**src/rtl/twos_decode_serial.sv**
```systemverilog
// twos_decode_serial: bit-serial two's-complement to sign-magnitude decoder.
// Accepts one WIDTH-bit word over in_valid/in_ready and resolves the
// magnitude LSB-first with one carry bit per cycle. It then presents
// out_sign/out_mag over out_valid/out_ready. The output appears WIDTH cycles
// after the word is accepted.
// Optional feature: define TWOS_DECODE_OVF_EN to add out_ovf. out_ovf flags a
// most-negative input, whose magnitude needs all WIDTH bits.
module twos_decode_serial #(
  parameter int WIDTH = 8
) (
  input  logic             clk,
  input  logic             reset,
  input  logic             in_valid,
  output logic             in_ready,
  input  logic [WIDTH-1:0] in_data,
  output logic             out_valid,
  input  logic             out_ready,
  output logic             out_sign,
  output logic [WIDTH-1:0] out_mag,
  output logic             busy
`ifdef TWOS_DECODE_OVF_EN
  ,
  output logic             out_ovf
`endif
);

  localparam int CW = $clog2(WIDTH);

  typedef enum logic [1:0] {
    IDLE,
    CONV,
    DONE
  } state_t;

  state_t           state;
  state_t           state_next;
  logic [WIDTH-1:0] shreg;
  logic             carry;
  logic [CW-1:0]    count;
  logic             t_bit;
  logic             mag_bit;
  logic             last_bit;

  // The per-bit arithmetic: conditionally invert the bit, then add the carry.
  // A positive word starts with carry=0, so its bits pass through unchanged.
  always_comb begin
    t_bit    = shreg[0] ^ out_sign;
    mag_bit  = t_bit ^ carry;
    last_bit = (count == CW'(WIDTH - 1));
  end

  // The handshake outputs are decoded directly from the state.
  assign in_ready  = (state == IDLE);
  assign out_valid = (state == DONE);
  assign busy      = (state == CONV);

  // State register with synchronous reset.
  always_ff @(posedge clk) begin
    // NOTE: sequential state uses non-blocking (<=) so every register samples
    // pre-edge values; blocking here would create order-dependent races.
    if (reset) state <= IDLE;
    else       state <= state_next;
  end

  // Next-state logic for the accept / convert / present sequence.
  always_comb begin
    // NOTE: default assigned first so no path leaves state_next unassigned,
    // which would otherwise infer a latch.
    state_next = state;
    unique case (state)
      IDLE:    if (in_valid)  state_next = CONV;
      CONV:    if (last_bit)  state_next = DONE;
      DONE:    if (out_ready) state_next = IDLE;
      default: state_next = IDLE;
    endcase
  end

  // Datapath: load on accept, then shift one magnitude bit in per CONV cycle.
  always_ff @(posedge clk) begin
    if (reset) begin
      shreg    <= '0;
      carry    <= 1'b0;
      count    <= '0;
      out_sign <= 1'b0;
      out_mag  <= '0;
`ifdef TWOS_DECODE_OVF_EN
      out_ovf  <= 1'b0;
`endif
    end else begin
      unique case (state)
        IDLE: begin
          if (in_valid) begin
            shreg    <= in_data;
            out_sign <= in_data[WIDTH-1];
            carry    <= in_data[WIDTH-1];
            count    <= '0;
`ifdef TWOS_DECODE_OVF_EN
            out_ovf  <= 1'b0;
`endif
          end
        end
        CONV: begin
          out_mag <= {mag_bit, out_mag[WIDTH-1:1]};
          carry   <= t_bit & carry;
          shreg   <= shreg >> 1;
          count   <= count + 1'b1;
`ifdef TWOS_DECODE_OVF_EN
          // The final bit is the magnitude MSB. It can be 1 only for -2^(WIDTH-1).
          if (last_bit) out_ovf <= mag_bit;
`endif
        end
        default: ;
      endcase
    end
  end

endmodule
```
**config.mk**
```make
export PLATFORM = sky130hd
export DESIGN_NAME = twos_decode_serial
export DESIGN_NICKNAME = d
export VERILOG_FILES = /design/src/rtl/twos_decode_serial.sv
export SDC_FILE = /design/constraint.sdc
export NUM_CORES = 1
export LEC_CHECK = 0
export ABC_AREA = 1
export BUFFER_PORTS_ARGS = -buffer_cell sky130_fd_sc_hd__buf_2
export CORE_UTILIZATION = 25
export CTS_CLUSTER_DIAMETER = 40
export DETAILED_ROUTE_END_ITERATION = 6
export GPL_ROUTABILITY_DRIVEN = 0
export PLACE_DENSITY = 0.44
export SLEW_MARGIN = 20
export SYNTH_ARGS = -nofsm -noshare
export SYNTH_HDL_FRONTEND = slang
export SYNTH_SLANG_ARGS = --single-unit
```
**constraint.sdc**
```tcl
create_clock -name clk -period 3.4 [get_ports clk]
set_input_delay 1.02 -clock clk [delete_from_list [all_inputs] [get_ports clk]]
set_output_delay 1.02 -clock clk [all_outputs]
set_load 0.03 [all_outputs]
```
==> impl_metrics.prom <==
# TYPE chip_impl_metric gauge
chip_impl_info{name="status",value="complete, no violations"} 1
chip_impl_metric{name="timing_max_transition_violations_final",unit=""} 0
chip_impl_metric{name="pwr-share-clk",unit="%"} 28.9
chip_impl_info{name="synth_most_common_cell",value="nor2_1"} 1
chip_impl_metric{name="synth.top_cell.area_share",unit="%"} 44.5
chip_impl_metric{name="gr-usage-all-layers",unit="%"} 11.2
chip_impl_info{name="worstHoldStart",value="count[1]"} 1
chip_impl_metric{name="sink_count",unit=""} 23
chip_impl_metric{name="cts-buffers-inserted",unit=""} 3
chip_impl_metric{name="hpwl",unit="um"} 1410
chip_impl_info{name="worst_path_dominant_cell_family",value="flip-flops"} 1
chip_impl_metric{name="detailroute.via_count",unit=""} 890
chip_impl_info{name="tritoncts_clock_tree",value="built"} 1
chip_impl_metric{name="route.detailed.drc",unit=""} 0
chip_impl_metric{name="slew-limit-headroom",unit="%"} 68.2
chip_impl_metric{name="viasPerCell",unit=""} 4.18
chip_impl_metric{name="mappedNetlistNets",unit=""} 157
chip_impl_metric{name="skew",unit="ns"} 0.00352
chip_impl_info{name="critical_path_class",value="register to output pin"} 1
chip_impl_info{name="min_path_type",value="register to register"} 1
chip_impl_metric{name="number_of_i_o_port_buffers",unit=""} 23
chip_impl_info{name="ctsRootBufferMaster",value="clkbuf_8"} 1
chip_impl_metric{name="worstPathRequired",unit="ns"} 2.38
chip_impl_metric{name="number_of_flops_mapped_to_enable_cells_by_yosys",unit=""} 0
chip_impl_metric{name="drt.antenna.violating_nets",unit=""} 0
chip_impl_metric{name="cell_internal_pwr",unit="uW"} 408
chip_impl_metric{name="setup_tns",unit="ns"} 0
chip_impl_metric{name="totalWireLength",unit="um"} 2080
chip_impl_metric{name="antenna_cells",unit=""} 0
chip_impl_metric{name="cells_resized_by_post_cts_repair",unit=""} 0
chip_impl_metric{name="worst_slew_pin_slew",unit="ns"} 0.475
chip_impl_metric{name="synthesis.area_per_instance",unit="um^2"} 7.29
chip_impl_metric{name="layout_worst_path_cycle_share",unit="%"} 69.4
chip_impl_info{name="sort_of_element_at_the_start_of_the_critical_path",value="register"} 1
chip_impl_metric{name="die-area",unit="um^2"} 4400
chip_impl_metric{name="clk-insertion-delay-late",unit="ns"} 0.26
chip_impl_info{name="synth.largest_area_cell",value="dfxtp_1"} 1
chip_impl_metric{name="cp.arrival",unit="ns"} 1.34
chip_impl_metric{name="clock_path_buffers",unit=""} 2
chip_impl_metric{name="fin_nets",unit=""} 179
chip_impl_metric{name="yosys_register_bits",unit=""} 23
chip_impl_metric{name="fp.coreArea",unit="um^2"} 4000
chip_impl_info{name="unrepaired_setup_endpoints_after_global_routing",value="false"} 1
chip_impl_metric{name="period_minus_slack",unit="ns"} 2.36
chip_impl_metric{name="holdBufCountCts",unit=""} 0
chip_impl_metric{name="final_layout_size_suffix_gt1_share",unit="%"} 21.5
chip_impl_metric{name="clock.fmax",unit="GHz"} 0.424
chip_impl_metric{name="total_switching_power",unit="uW"} 173
chip_impl_metric{name="drt-pass1-iter-count",unit=""} 3
chip_impl_metric{name="critical_path.max_stage_delay",unit="ns"} 0.46
chip_impl_metric{name="pwr-share-comb",unit="%"} 19.2
chip_impl_metric{name="power_density",unit="nW/um^2"} 482
chip_impl_metric{name="grt_pass1_wl",unit="um"} 3720
chip_impl_metric{name="worst_setup_hold_path_clk_slew",unit="ns"} 0.08
chip_impl_metric{name="hold_violations",unit=""} 0
chip_impl_metric{name="critical_path.max_fanout",unit=""} 14
chip_impl_metric{name="grt_antenna_before_repair",unit=""} 0
chip_impl_metric{name="initial_drc_count",unit=""} 15
chip_impl_metric{name="critical_path_buf_inv_count",unit=""} 2
chip_impl_metric{name="timing.final.setup_violations",unit=""} 0
chip_impl_info{name="crit_chain",value="inv_2 > nor2_4 > buf_2"} 1
chip_impl_info{name="setup.worst_path.start",value="state[0]"} 1
chip_impl_metric{name="grt_start_max_net_pins",unit=""} 24
chip_impl_metric{name="ir_drop",unit="uV"} 217
chip_impl_metric{name="htreeDepth",unit=""} 1
chip_impl_metric{name="async_reset_ff_share",unit="%"} 0
chip_impl_metric{name="synth_sequential_area_ratio",unit="%"} 44.5
chip_impl_metric{name="p_leak",unit="nW"} 0.586
chip_impl_metric{name="rows",unit=""} 23
chip_impl_info{name="dominantRegCellSynth",value="dfxtp_1"} 1
chip_impl_metric{name="post_synthesis_cell_type_count",unit=""} 18
chip_impl_metric{name="hold_ws",unit="ns"} 0.471
chip_impl_info{name="critical-path-slowest-cell",value="dfxtp_1"} 1
chip_impl_metric{name="fin_total_pwr",unit="uW"} 581
chip_impl_metric{name="seq_power_share",unit="%"} 51.9
chip_impl_metric{name="chip_height",unit="um"} 66.3
chip_impl_metric{name="route.detailed.wl_per_inst",unit="um"} 9.77
chip_impl_info{name="synth.top_cells.by_area",value="dfxtp_1 (44%), nor2_1 (13%), nand2_1 (13%)"} 1
chip_impl_metric{name="yosys_warnings",unit=""} 0
chip_impl_metric{name="fillCellCount",unit=""} 454
chip_impl_info{name="cp-end-kind",value="output pin"} 1
chip_impl_metric{name="initial_utilization",unit="%"} 25.9
chip_impl_metric{name="p_sw_share",unit="%"} 29.7
chip_impl_metric{name="area_growth_syn_to_layout",unit="%"} 16.3
chip_impl_metric{name="max_cap_viol_count",unit=""} 0
chip_impl_metric{name="cts_setup_buffers",unit=""} 0
chip_impl_metric{name="synth_cells",unit=""} 142
chip_impl_info{name="worstReg2RegStart",value="state[0]"} 1
chip_impl_metric{name="top_level_ports",unit=""} 24
chip_impl_metric{name="vias_in_the_first_global_route",unit=""} 854
chip_impl_metric{name="syn-cell-area",unit="um^2"} 1030
chip_impl_metric{name="dieWidth",unit="um"} 66.3
chip_impl_info{name="synth_commonest_cells",value="nor2_1 (36), nand2_1 (35), dfxtp_1 (23)"} 1
chip_impl_metric{name="grt_remaining_overflow",unit=""} 0
==> cell families (layout without fill, tap and decap cells) <==
kind of cell | Yosys count | after routing | share of synthesized area, %
AND/OR/NAND/NOR | 75 | 75 | 28.5
flip-flops | 23 | 23 | 44.5
AO/OA/AOI/OAI | 22 | 22 | 12.8
buffers and inverters | 18 | 39 | 9.67
adder cells (fa/ha/maj) | 3 | 3 | 3.63
XOR/XNOR | 1 | 1 | 0.847
==> cells in the final DEF, fill, tap and decap left out, drive strengths merged <==
cell type   n
xor2        1
o21ai      15
or2         1
a21oi       7
ha          3
clkbuf      3
dfxtp      23
nand2      36
nand3       1
nor2       37
clkinv      1
inv        12
buf        23
==> metrics by stage <==
step | instance area, um^2 | instances | util (%) | setup slack (ns)
6_report | 1200 | 213 | 30.1 | 1.04
5_1_grt | 1200 | 213 | 30.1 | 0.939
4_1_cts | 1200 | 213 | 30.1 | 1.02
3_5_place_dp | 1160 | 209 | 28.9 | 1.31
3_3_place_gp | 1160 | 209 | 28.9 | 1.33
2_1_floorplan | 1030 | 142 | - | 1.48
==> power groups by stage <==
stage	Combinational [mW]	Clock (mW)	Sequential (mW)
floorplan	0.0740	0	0.324
global placement	0.112	0	0.307
detailed placement	0.113	0	0.308
CTS	0.113	0.175	0.302
global route	0.129	0.185	0.305
finish	0.111	0.168	0.302
==> metal layers <==
layer  vias to the layer above  track usage, %  wire (um)
li1                        475               -          -
met1                       396            13.6        993
met2                        15            19.3        974
met3                         4            1.90         91
met4                         0            4.79         21
met5                         -               0          0
==> tightest hold or removal path, stage by stage, from the launching register on <==
cell	delay, ns
dfxtp_1	0.32
nand2_1	0.06
a21oi_1	0.05
==> area by class of cell <==
type | count | area [um^2] | share of cell area, %
well taps | 50 | 62.6 | 5.20
repair buffers | 23 | 115 | 9.56
clock inverters | 1 | 5.00 | 0.416
clock buffers | 3 | 41.3 | 3.43
inverters | 12 | 45.0 | 3.74
flip-flops and latches | 23 | 460 | 38.3
multi-input cells | 101 | 474 | 39.4
==> state kept, by name, indices dropped and copies added, names as in the netlist <==
signal    count
carry         1
state         2
shreg         8
out_sign      1
out_mag       8
count         3
==> final timing paths <==
path	slack, ns	depth (start not counted)	end
hold reg to reg	0.47	2	count[1]
hold / removal	0.47	2	count[1]
setup / recovery	1.04	3	busy
setup reg to reg	2.16	3	state[0]
Power figures use the tool's default switching activity.
